--- src/rtl/softmax_div_ctrl.sv ---
// Softmax row normalizer: buffers one row of exp scores while summing, then
// divides each element by the saturated row sum through an external divider.
module softmax_div_ctrl #(
  parameter int D_W     = 16,
  parameter int ROW_LEN = 8,
  parameter int IDX_W   = $clog2(ROW_LEN)
) (
  input  logic           I_CLK,
  input  logic           I_RST_N,
  input  logic           I_VALID,
  output logic           O_READY,
  input  logic [D_W-1:0] I_DATA,
  output logic [D_W-1:0] O_DIV_DIVIDEND,
  output logic [D_W-1:0] O_DIV_DIVISOR,
  input  logic [D_W-1:0] I_DIV_QUOTIENT,
  output logic           O_VALID,
  input  logic           I_READY,
  output logic [D_W-1:0] O_DATA,
  output logic           O_LAST,
  output logic           O_BUSY,
  output logic [1:0]     O_DBG_STATE
);

  // Handshakes: a transfer happens on the rising edge where valid && ready are
  // both high; the source holds data/last stable while valid && !ready.

  localparam logic [1:0] S_LOAD  = 2'd0;
  localparam logic [1:0] S_DIV   = 2'd1;
  localparam logic [1:0] S_FLUSH = 2'd2;

  localparam int SUM_W = D_W - 1 + IDX_W;
  localparam logic [SUM_W-1:0] SAT_MAX  = {{IDX_W{1'b0}}, {(D_W-1){1'b1}}};
  localparam logic [IDX_W-1:0] LAST_IDX = IDX_W'(ROW_LEN - 1);

  logic [1:0]       state_q, state_d;
  logic [IDX_W-1:0] idx_q, idx_d;
  logic [SUM_W-1:0] sum_q, sum_d;
  logic [D_W-1:0]   buf_q [ROW_LEN];
  logic             out_valid_q, out_valid_d;
  logic [D_W-1:0]   out_data_q, out_data_d;
  logic             out_last_q, out_last_d;
  logic             busy_q;

  logic [D_W-1:0] clamped;
  logic [D_W-1:0] divisor;
  logic           accept;
  logic           out_hs;
  logic           capture;

  assign clamped = I_DATA[D_W-1] ? '0 : I_DATA;
  assign divisor = (sum_q > SAT_MAX) ? SAT_MAX[D_W-1:0] : sum_q[D_W-1:0];

  // Ready is forced low while reset is held, even though state already reads LOAD.
  assign O_READY = I_RST_N && (state_q == S_LOAD);
  assign accept  = O_READY && I_VALID;
  assign out_hs  = out_valid_q && I_READY;
  assign capture = (state_q == S_DIV) && (!out_valid_q || I_READY);

  always_comb begin
    state_d     = state_q;
    idx_d       = idx_q;
    sum_d       = sum_q;
    out_valid_d = out_valid_q;
    out_data_d  = out_data_q;
    out_last_d  = out_last_q;
    if (out_hs) out_valid_d = 1'b0;
    case (state_q)
      S_LOAD: begin
        if (accept) begin
          sum_d = sum_q + SUM_W'(clamped);
          idx_d = idx_q + IDX_W'(1);
          if (idx_q == LAST_IDX) begin
            state_d = S_DIV;
            idx_d   = '0;
          end
        end
      end
      S_DIV: begin
        if (capture) begin
          out_valid_d = 1'b1;
          out_data_d  = (divisor == '0) ? '0 : I_DIV_QUOTIENT;
          out_last_d  = (idx_q == LAST_IDX);
          idx_d       = idx_q + IDX_W'(1);
          if (idx_q == LAST_IDX) begin
            state_d = S_FLUSH;
            idx_d   = '0;
          end
        end
      end
      S_FLUSH: begin
        if (out_hs && out_last_q) begin
          state_d     = S_LOAD;
          idx_d       = '0;
          sum_d       = '0;
          out_valid_d = 1'b0;
          out_last_d  = 1'b0;
        end
      end
      default: state_d = S_LOAD;
    endcase
  end

  always_ff @(posedge I_CLK) begin
    if (!I_RST_N) begin
      state_q     <= S_LOAD;
      idx_q       <= '0;
      sum_q       <= '0;
      out_valid_q <= 1'b0;
      out_data_q  <= '0;
      out_last_q  <= 1'b0;
      busy_q      <= 1'b0;
      for (int i = 0; i < ROW_LEN; i++) buf_q[i] <= '0;
    end else begin
      state_q     <= state_d;
      idx_q       <= idx_d;
      sum_q       <= sum_d;
      out_valid_q <= out_valid_d;
      out_data_q  <= out_data_d;
      out_last_q  <= out_last_d;
      busy_q      <= (state_d != S_LOAD);
      if (accept) buf_q[idx_q] <= clamped;
    end
  end

  assign O_DIV_DIVIDEND = buf_q[idx_q];
  assign O_DIV_DIVISOR  = divisor;
  assign O_VALID        = out_valid_q;
  assign O_DATA         = out_data_q;
  assign O_LAST         = out_last_q;
  assign O_BUSY         = busy_q;
  assign O_DBG_STATE    = state_q;

endmodule

--- config.mk ---
export PLATFORM = sky130hd
export DESIGN_NAME = softmax_div_ctrl
export DESIGN_NICKNAME = d
export VERILOG_FILES = /design/src/rtl/softmax_div_ctrl.sv
export SDC_FILE = /design/constraint.sdc
export NUM_CORES = 1
export LEC_CHECK = 0
export CAP_MARGIN = 20
export CORE_MARGIN = 2
export CORE_UTILIZATION = 51
export DETAILED_ROUTE_END_ITERATION = 16
export PLACE_DENSITY = 0.81
export SLEW_MARGIN = 40
export SYNTH_ARGS = -nofsm -noshare
export SYNTH_HDL_FRONTEND = slang
export SYNTH_SLANG_ARGS = --single-unit
--- constraint.sdc ---
create_clock -name I_CLK -period 2.75 [get_ports I_CLK]
set_input_delay 0.275 -clock I_CLK [delete_from_list [all_inputs] [get_ports I_CLK]]
set_output_delay 0.275 -clock I_CLK [all_outputs]
set_load 0.05 [all_outputs]
* After elaboration in Yosys (flattened, before gate mapping)
Memory sizes are Yosys's and may differ from the RTL's. A register that Yosys moved wholly into a read port is not among the register bits. Index checks and enable logic that the tools add are counted.
Word-level totals: memories kept 1, bits of input ports 36, output and inout bits 54, bits in writable memories 120, bits in registers 42, word-level logic and storage cells 68
Memories:
- buf_q | depth 8, bits a word 15, read ports 1, clocked after Yosys merged registers in 1, wr ports 8, line 38 | logic [D_W-1:0] buf_q [ROW_LEN];
Cells by class: muxes and demuxes 33, $add $sub $neg 2, eq/ne operators 6, reductions and logical operators 18, order comparisons 1
Operator list (number):
- $mux W18 | 2
- $pmux W18 S2 | 1
- $mux W16 | 2
- $mux W15 | 2
- $mux W3 | 7
- $add A18 B15 Y18 | 1
- $gt A18 B15 Y1 const B | 1
- $logic_not A16 Y1 | 1
- $reduce_or A15 Y1 | 1
- $mux W1 | 10
- $mux W2 | 5
- $pmux W3 S3 | 1
- $ne A2 B2 Y1 const B | 3
- $pmux W2 S3 | 1
- $reduce_and A3 Y1 | 2
- $reduce_bool A2 Y1 | 3
- $logic_and A1 B1 Y1 | 5
- $pmux W1 S2 | 2
- $reduce_and A4 Y1 | 1
- $add A3 B1 Y3 const B | 1
- $eq A3 B3 Y1 const B | 1
- $reduce_bool A3 Y1 | 1
- $eq A2 B1 Y1 const B | 1
- $eq A2 B2 Y1 const B | 1
- 4 further kinds | 4

* Depth between registers and ports, before layout
Gate-level depths: netlist of run 1.
depth after elaboration 8, gate-level depth with buffers 13, depth with buffers taken out 11

* Worst setup path before layout of run 1
No wires, ideal clock.
kind reg-to-reg, start register state_q[0] (netlist: O_DBG_STATE[0]), end memory buf_q[7][0] (netlist bit), enable pin, library setup time 0.356 ns, data arrival time 2.245 ns, required time 2.394 ns, setup slack 0.149 ns, cell stages (with the launch flop) 8, buffers on the path 1, clock period less this slack 2.601 ns, path through dfxtp_1 inv_1 ha_1 nand3_1 nor2_1 nand3_1 clkbuf_1 nand2_1
RTL lines:
- from (decl) | line 35 | logic [1:0] state_q, state_d;
- from (signal assigned) | line 114 | state_q <= state_d;
- to (decl) | line 38

* Final worst setup path of run 1
start input I_DATA[15], end register sum_q[12]
On the way: longest elaborated chain between the ends 4
Ends and longest elaborated chain:
- from (decl) | line 12 | input logic [D_W-1:0] I_DATA,
- $mux W15 | line 50 | assign clamped = I_DATA[D_W-1] ? '0 : I_DATA;
- via clamped[0] | line 44 | logic [D_W-1:0] clamped;
- $add A18 B15 Y18 | line 70 | sum_d = sum_q + SUM_W'(clamped);
- $mux W18 | line 69 | if (accept) begin
- $pmux W18 S2 | line 67 | case (state_q)
- to (signal assigned) | line 116 | sum_q <= sum_d;
- to (decl) | line 37 | logic [SUM_W-1:0] sum_q, sum_d;
The timed path passes the listed nets, and every way through them passes these cells. The select of a mux whose other input is x is not followed. A chain may end at the register's enable or synchronous reset.

==> metrics.yaml, run 1 <==
initial_core_util: 0.523
cpPeakStageDelay_ps: 500
tightest_slew_ps: 555
antenna_found_initial: 0
setup_tns_ps: 0
peakVddDrop_uv: 422
synth-seq-area-share: 0.567
worst_path_max_delay_cell: "a311oi_1"
finalHoldViolations: 0
cts_tree: "done"
clkSlewWorstSetupHoldPaths_ps: 70
drv_slew: 0
die_x_um: 129
path_cells: "clkdlybuf4s50_1 -> nand2b_1 -> inv_1 -> ha_1 -> inv_1 -> fa_1 -> nor2b_1 -> o2111ai_1 -> a311oi_1 -> o21ai_0 -> a32o_1"
syn_area_sq_um: 7950
crit_path_end_kind: "register"
finClkSkew_ps: 11.6
grt_pass1_vias: 5855
fmax_mhz: 405
drt-total-wl_um: 18900
rsz0062_at_grt: "false"
rows: 45
grt-ovfl-total: 0
setup_slack_ps: 279
final_util: 0.644
die_area_sq_um: 16600
synth_cell_types: 58
clkSinkCount: 165
root_buffer: "clkbuf_16"
crit_start: "I_DATA[15]"
critical_path.startpoint_type: "input port"
required_ps: 3070
r2r_start: "sum_q[0]"
placed_area_sq_um: 9180
yosysWarnings: 0
synth_edf_count: 120
async_flop_share: 0
antenna_cells: 0
maxCapViolCount: 0
h-tree-depth: 4
drt_pass1_iterations: 5
leakagePower_nw: 3.84
drc: 0
endpoint: "sum_q[12]"
synth_seq_cells: 165
die_h_um: 129
synth.avg_cell_area_sq_um: 11.8
hold_buffers: 0
clk_path_buf_depth: 2
crit_arrival_ps: 2790
status: "finished clean"
path_common_cell: "inv_1"
cts_setup_buffers: 0
r2r_slack_ps: 340
grt_pass1_wl_um: 30100
vias_per_cell: 5.73
hold_path.class: "input port to register"
grt_max_degree: 39
worst-path-max-fanout: 4
layout-drive-gt1-share: 0.212
place.gp.congestion: 0.873
port_buffers: 87
layout_commonest_cell: "nor2_1"
drtIter0Drc: 547
final_area_sq_um: 9800
period_share: 0.898
grt_usage: 0.238
nets: 844
ff2ff_path_depth: 8
p_per_area_nw_per_um2: 609
fillers: 1133
syn_inst: 674
crit_buf_inv: 3
core_sq_um: 15200
critical_path_depth: 11
crit_type: "input port to register"
drtAntennaViolNets: 0
pre_cts_slack_ps: -131
cts_buffers: 17
io_pins: 90
syn_to_final_growth_pct: 23.2
setup_viol: 0
wire_per_inst_um: 19.1
ys.flop_type: "edfxtp_1"
timing.slew.headroom: 0.629
rr_endpoint: "sum_q[12]"
cts-resized-gates: 0
mostFrequentLayoutCells: "nor2_1 (137), edfxtp_1 (120), buf_4 (80)"
timing.final.crit_period_ps: 2470
dp_hpwl_um: 12900
crit_family: "compound AO/OA/AOI/OAI gates"
num_vias: 5659
clk_latency_ps: 430
[layer usage]
layer / wire length (um) / vias to the layer above / GRT usage
met4: 310 / 0 / 0.0882
met3: 1480 / 28 / 0.0649
met2: 9720 / 232 / 0.407
met1: 7350 / 2756 / 0.292
met5: 0 / - / 0
li1: - / 2643 / -
[report_power, final]
group	switching, mW	total, mW	internal, mW
Sequential	0.0428	2.80	2.75
Combinational	0.454	0.776	0.321
Clock	0.972	2.39	1.42
[cells by family (layout without fill, tap and decap cells)]
group	after synthesis	after routing	synth area share
flip-flops	165	165	0.567
multiplexers	45	45	0.106
buffers and inverters	70	194	0.0375
other	1	2	0.000472
AO/OA/AOI/OAI	94	94	0.0841
adder cells (fa/ha/maj)	22	22	0.0356
XOR/XNOR	14	14	0.0154
AND/OR/NAND/NOR	263	263	0.154
[how the worst min path moves through the flow]
stage               cells past startpoint             end  slack [ps]          startpoint
floorplan                               2  O_DBG_STATE[0]         440             I_RST_N
global placement                        2       sum_q[17]         500           sum_q[17]
detailed placement                      2       O_DATA[5]         520           O_DATA[5]
CTS                                     3      O_DATA[11]         490  I_DIV_QUOTIENT[11]
global route                            3       O_DATA[4]         510   I_DIV_QUOTIENT[4]
finish                                  3      O_DATA[11]         490  I_DIV_QUOTIENT[11]
[worst min-delay path, cell delays in order]
cell and delay (ps):
clkdlybuf4s50_1 400, a22oi_1 150, nor2b_1 60
[state kept, by name, summed over array words and instances, names as in the netlist, named ones only]
register,flops
O_LAST,1
sum_q,18
O_BUSY,1
O_DATA,16
O_DBG_STATE,2
idx_q,3
O_VALID,1
buf_q,120
[Yosys cell counts (all sizes together), types with 8 or more instances]
master | number | area share
a21oi | 19 | 0.012
a22oi | 22 | 0.021
buf | 10 | 0.0079
clkbuf | 36 | 0.018
dfxtp | 45 | 0.11
edfxtp | 120 | 0.45
ha | 21 | 0.033
inv | 24 | 0.011
mux2 | 15 | 0.021
mux4 | 30 | 0.085
nand2 | 30 | 0.014
nand2b | 33 | 0.026
nand3 | 8 | 0.0057
nor2 | 137 | 0.065
nor2b | 28 | 0.022
o21ai | 9 | 0.0057
[metrics by stage]
stage	std cells	hold WS, ps	total power, mW
2_1_floorplan	675	438	3.35
3_3_place_gp	955	504	3.60
3_5_place_dp	955	522	3.62
4_1_cts	987	488	5.98
5_1_grt	987	508	6.15
6_report	987	494	5.97
[area by class of cell]
class / instances / area (sq um) / share of cell area
clock inverters: 8 / 55.1 / 0.00562
inverters: 24 / 90.1 / 0.00920
well taps: 188 / 235 / 0.0240
repair buffers: 138 / 1200 / 0.123
flip-flops and latches: 165 / 4510 / 0.460
clock buffers: 24 / 557 / 0.0568
multi-input cells: 440 / 3150 / 0.322
Power figures use the tool's default switching activity.
==> run 2, diff against run 1 <==
- ABC_CLOCK_PERIOD_IN_PS: not set -> 2750
- CAP_MARGIN: 20 -> not set
- REMOVE_ABC_BUFFERS: not set -> 1
==> run 2 against run 1 <==
Combinational power is 3.6% higher. Non-clock buffer count is 11 higher. Worst setup slack worse by 73 ps. Sequential power hardly changed. Largest power group unchanged. Routed wire length is 4.1% higher. Clock power is 7% lower. Sequential cell count stayed put. Critical path depth stayed put. Global-route usage is 0.33 points higher.
==> metrics.yaml, run 2 (synthesis gave the netlist of run 1 again) <==
status: "finished clean"
layout_commonest_cell: "nor2_1"
crit_path_end_kind: "register"
regMostFlops: "buf_q"
timing.slew.headroom: 0.567  # -0.0623
grt-ovfl-total: 0  # unchanged
clock_power_share: 0.381  # -0.020
cell_internal_pwr_mw: 4.29  # -4.6%
layout-drive-gt1-share: 0.202  # -0.00905
drtIter0Drc: 499  # -8.8%
crit_type: "input port to register"
required_ps: 3070  # about the same
io_pins: 90  # unchanged
syn_to_final_growth_pct: 23.9
timing.hold.ws_ps: 499  # +5.67 ps
cpPeakStageDelay_ps: 580  # +80 ps
die_h_um: 129  # unchanged
dp_hpwl_um: 12900  # +0.32%
mostFrequentLayoutCells: "nor2_1 (137), edfxtp_1 (120), buf_4 (77)"
initial_core_util: 0.523  # unchanged
cts_setup_buffers: 0  # unchanged
worst-path-max-fanout: 8  # +4
p_per_area_nw_per_um2: 591  # -3.0%
hold_end: "O_DATA[4]"
grt_pass1_wl_um: 30100  # about the same
drc: 0  # unchanged
h-tree-depth: 4  # unchanged
die_x_um: 129  # unchanged
peakVddDrop_uv: 537  # +27%
root_buffer: "clkbuf_16"
wire_per_inst_um: 19.7  # +2.9%
drt_pass1_iterations: 4  # -1
clkSlewWorstSetupHoldPaths_ps: 70  # about the same
r2r_start: "O_DBG_STATE[1]"
cts_buffers: 17  # unchanged
combPwrFrac: 0.138  # +0.008
rr_endpoint: "sum_q[14]"
largest_reg_flops: 120  # unchanged
drtAntennaViolNets: 0  # unchanged
grt_max_degree: 31  # -21%
nets: 855  # +1.3%
vias_per_cell: 5.79  # +0.91%
hold_path.class: "input port to register"
sequentialPowerShare: 0.481  # +0.012
ff2ff_path_depth: 5  # -3
setup_viol: 0  # unchanged
p_total_mw: 5.82  # -2.5%
rsz0062_at_grt: "false"
num_vias: 5774  # +2.0%
rows: 45  # unchanged
clk_latency_ps: 430  # about the same
grt_usage: 0.242  # +0.00333
die_area_sq_um: 16600  # unchanged
core_sq_um: 15200  # unchanged
crit_buf_inv: 3  # unchanged
drt-total-wl_um: 19600  # +4.1%
period_share: 0.925  # +0.0265
maxCapViolCount: 0  # unchanged
drv_slew: 0  # unchanged
clkSinkCount: 165  # unchanged
leakagePower_nw: 3.84  # +0.14%
critical_path.startpoint_type: "input port"
hold_depth: 3  # unchanged
tightest_slew_ps: 647  # +92.4 ps
path_cells: "clkdlybuf4s50_1 -> buf_4 -> nand2b_1 -> inv_1 -> ha_1 -> a211oi_1 -> o211ai_1 -> a21o_1 -> a2bb2oi_1 -> xor2_1 -> a22o_1"
grt_pass1_vias: 5835  # -0.34%
final_area_sq_um: 9850  # +0.57%
fmax_mhz: 393  # -2.9%
crit_family: "compound AO/OA/AOI/OAI gates"
hold_buffers: 0  # unchanged
port_buffers: 87  # unchanged
cts_tree: "done"
finClkSkew_ps: 13.0  # +1.39 ps
netSwitchingFraction: 0.263  # +0.0165
r2r_slack_ps: 360  # +20 ps
switchingPower_mw: 1.53  # +4.1%
clk_path_buf_depth: 2  # unchanged
crit_arrival_ps: 2860  # +70 ps
place.gp.congestion: 0.921  # +5.4%
worst_path_max_delay_cell: "clkdlybuf4s50_1"
antenna_cells: 0  # unchanged
finalHoldViolations: 0  # unchanged
min-delay-start: "I_DIV_QUOTIENT[4]"
timing.final.crit_period_ps: 2540  # +72.8 ps
antenna_found_initial: 0  # unchanged
placed_area_sq_um: 9300  # +1.3%
==> run 2: area by class of cell <==
type | count | area [sq um]
clock inverter | 12 | 97.6
fill | 1116 | 5350
sequential | 165 | 4510
tap | 188 | 235
inverter | 24 | 90.1
multi-input combinational | 440 | 3160
timing repair buffer | 149 | 1320
clock buffer | 20 | 447
==> run 2: how the worst max path moves through the flow <==
stage	cells past startpoint	slack, ps	endpoint	startpoint
floorplan	2	80	O_DIV_DIVIDEND[0]	register
global placement	11	-120	sum_q[12]	I_DATA[15]
detailed placement	11	-210	sum_q[12]	I_DATA[15]
CTS	11	230	sum_q[12]	I_DATA[15]
global route	11	20	sum_q[13]	I_DATA[15]
finish	11	210	sum_q[13]	I_DATA[15]
==> run 2: metal layers <==
layer  vias to the layer above  share of wire  global-route usage
met3                        23          0.076              0.0570
li1                       2662              -                   -
met4                         0          0.011              0.0697
met2                       267           0.52               0.430
met5                         -              0                   0
met1                      2822           0.40               0.295
==> run 2: power by group through the flow <==
stage          registers (mW)  logic (mW)  clock network (mW)
6_report                 2.80       0.804                2.22
5_1_grt                  2.81       0.857                2.33
4_1_cts                  2.80       0.803                2.23
3_5_place_dp             2.85       0.797                   0
3_3_place_gp             2.84       0.788                   0
2_1_floorplan            2.85       0.481                   0
==> run 2: through the flow <==
step                instances  TNS, ps  setup slack, ps  utilization
global placement          966     -326             -124        0.612
detailed placement        966    -1140             -212        0.612
floorplan                 629        0             75.5            -
finish                    998        0              207        0.648
global route              998        0             21.7        0.648
CTS                       998        0              229        0.648
==> run 2: timing repair <==
| action | in CTS | in global routing |
|---|---|---|
| endpoints found under the setup margin | 0 | 1 |
| hold endpoints to repair | 0 | 0 |
| resized for setup | 0 | 1 |
==> run 2: worst reg2reg max path, stage by stage (launching register included) <==
cell     delay [ps]
dfxtp_1         430
ha_1            550
o21ai_0         170
o21ai_0         500
nor2_1          310
a22o_1          310
==> run 3, diff against run 2 <==
- ABC_CLOCK_PERIOD_IN_PS: 2750 -> 3050
- CORE_UTILIZATION: 51 -> 61
- PLACE_DENSITY: 0.81 -> 0.91
- clock period: 2.75 -> 3.05 ns (I/O delays scaled with it)
==> run 3 against run 2 <==
Combinational power down 14%. Worst setup slack better by 110 ps. Clock power down 8%. Hold slack better by 22 ps.
==> metrics.yaml, run 3 (synthesis gave the netlist of run 1 again) <==
die_h_um: 118  # -8.3%
root_buffer: "clkbuf_16"
wire_per_inst_um: 21.2  # +8.0%
initial_core_util: 0.627  # +0.104
drtAntennaViolNets: 0  # unchanged
drv_slew: 0  # unchanged
crit_type: "register to output port"
setup_slack_ps: 313  # +106 ps
nets: 832  # -2.7%
rsz0062_at_grt: "false"
period_share: 0.897
path_cells: "buf_4 -> mux4_2 -> mux2_2 -> buf_4"
port_buffers: 87  # unchanged
die_x_um: 118  # -8.3%
drc: 0  # unchanged
grt_max_degree: 38  # +23%
cts_buffers: 17  # unchanged
required_ps: 2740  # -330 ps
hold_buffers: 0  # unchanged
timing.hold.ws_ps: 521  # +21.6 ps
clkSlewWorstSetupHoldPaths_ps: 60  # about the same
vias_per_cell: 6.14  # +6.2%
finClkSkew_ps: 9.04  # -3.97 ps
layout_commonest_cell: "nor2_1"
peakVddDrop_uv: 373  # -30%
critical_path.startpoint_type: "register"
rows: 41  # -8.9%
grt_pass1_vias: 6136  # +5.2%
crit_family: "multiplexers"
maxCapViolCount: 0  # unchanged
io_pins: 90  # unchanged
die_area_sq_um: 14000  # -16%
cts_tree: "done"
finalHoldViolations: 0  # unchanged
drt_pass1_iterations: 5  # +1
antenna_found_initial: 0  # unchanged
drtIter0Drc: 611  # +22%
worst-path-max-fanout: 13  # +5
num_vias: 5885  # +1.9%
final_cells: 958  # -4.0%
drt-total-wl_um: 20300  # +3.6%
worst_path_max_delay_cell: "dfxtp_2"
fillers: 746  # -33%
clkSinkCount: 165  # unchanged
p_per_area_nw_per_um2: 547  # -7.4%
core_sq_um: 12700  # -17%
timing.slew.headroom: 0.553  # -0.0139
cpPeakStageDelay_ps: 620  # +40 ps
fmax_mhz: 365
grt_pass1_wl_um: 31500  # +4.6%
place.gp.congestion: 0.938  # +1.9%
r2r_start: "O_DBG_STATE[0]"
clk_path_buf_depth: 2  # unchanged
min-delay-start: "I_DIV_QUOTIENT[9]"
timing.final.crit_period_ps: 2740
grt-ovfl-total: 0  # unchanged
placed_cells: 927  # -4.0%
mostFrequentLayoutCells: "nor2_1 (137), edfxtp_1 (120), clkdlybuf4s50_1 (71)"
cts-resized-gates: 0  # unchanged
syn_to_final_growth_pct: 21.2
dp_hpwl_um: 12700  # -1.2%
path_common_cell: "buf_4"
setup_viol: 0  # unchanged
hold_end: "O_DATA[9]"
layout-drive-gt1-share: 0.178  # -0.0244
antenna_cells: 0  # unchanged
setup_tns_ps: 0  # unchanged
h-tree-depth: 4  # unchanged
rr_endpoint: "buf_q[6][3]"
largest_reg_flops: 120  # unchanged
r2r_slack_ps: 530  # +170 ps
crit_arrival_ps: 2430  # -430 ps
cts_setup_buffers: 0  # unchanged
leakagePower_nw: 3.70  # -3.7%
crit_buf_inv: 2  # -1
regMostFlops: "buf_q"
tightest_slew_ps: 668  # +20.7 ps
hold_path.class: "input port to register"
final_util: 0.761  # +0.113
clk_latency_ps: 430  # about the same
grt_usage: 0.297  # +0.0553
pre_cts_slack_ps: 96.9  # +309 ps
status: "finished clean"
ff2ff_path_depth: 8  # +3
hold_depth: 3  # unchanged
crit_path_end_kind: "output port"
-- run 3: cell types whose count changed in the layout (fill, tap and decap cells not counted), sizes merged --
| cell | delta |
|---|---|
| clkbuf | -3 |
| clkinvlp | +4 |
| bufinv | +1 |
| clkinv | -3 |
| buf | -24 |
| clkdlybuf4s50 | +1 |
-- run 3: worst max-delay path by stage --
stage | to | start | cells past startpoint
after floorplan | O_DIV_DIVIDEND[0] | register | 2
after CTS | O_DIV_DIVIDEND[12] | register | 4
final | O_DIV_DIVIDEND[12] | register | 4
after global routing | O_DIV_DIVIDEND[12] | register | 4
after detailed placement | sum_q[17] | I_DATA[15] | 11
after global placement | sum_q[13] | I_DATA[15] | 11
-- run 3: metal layers --
layer | GRT usage | wire length, um | vias to the layer above
met5 | 0 | 0 | -
met4 | 0.139 | 630 | 0
met3 | 0.0584 | 1880 | 66
met2 | 0.506 | 10400 | 375
met1 | 0.366 | 7430 | 2834
li1 | - | - | 2610
-- run 3: layout make-up --
cell class | instances | area (sq um) | share of cell area
Multi-Input combinational cell | 440 | 3150 | 0.327
Inverter | 24 | 90.1 | 0.00935
Timing Repair Buffer | 126 | 1120 | 0.117
Tap cell | 172 | 215 | 0.0223
Sequential cell | 165 | 4510 | 0.468
Clock buffer | 17 | 425 | 0.0441
Clock inverter | 14 | 126 | 0.0131
-- run 3: through the flow --
stage	area [sq um]	power, mW
2_1_floorplan	7740	3.00
3_3_place_gp	9080	3.23
3_5_place_dp	9080	3.25
4_1_cts	9640	5.28
5_1_grt	9640	5.39
6_report	9640	5.27
-- run 3: where the power goes --
| part | internal (mW) | switching (mW) | leakage [nW] |
|---|---|---|---|
| registers | 2.48 | 0.0514 | 1.61 |
| logic | 0.279 | 0.413 | 1.83 |
| clock network | 1.12 | 0.925 | 0.258 |
| total | 3.88 | 1.39 | 3.70 |
-- run 3: worst min-delay path, stage by stage --
cell and delay (ps):
clkdlybuf4s50_1 450, a22oi_1 60, nor2b_1 100
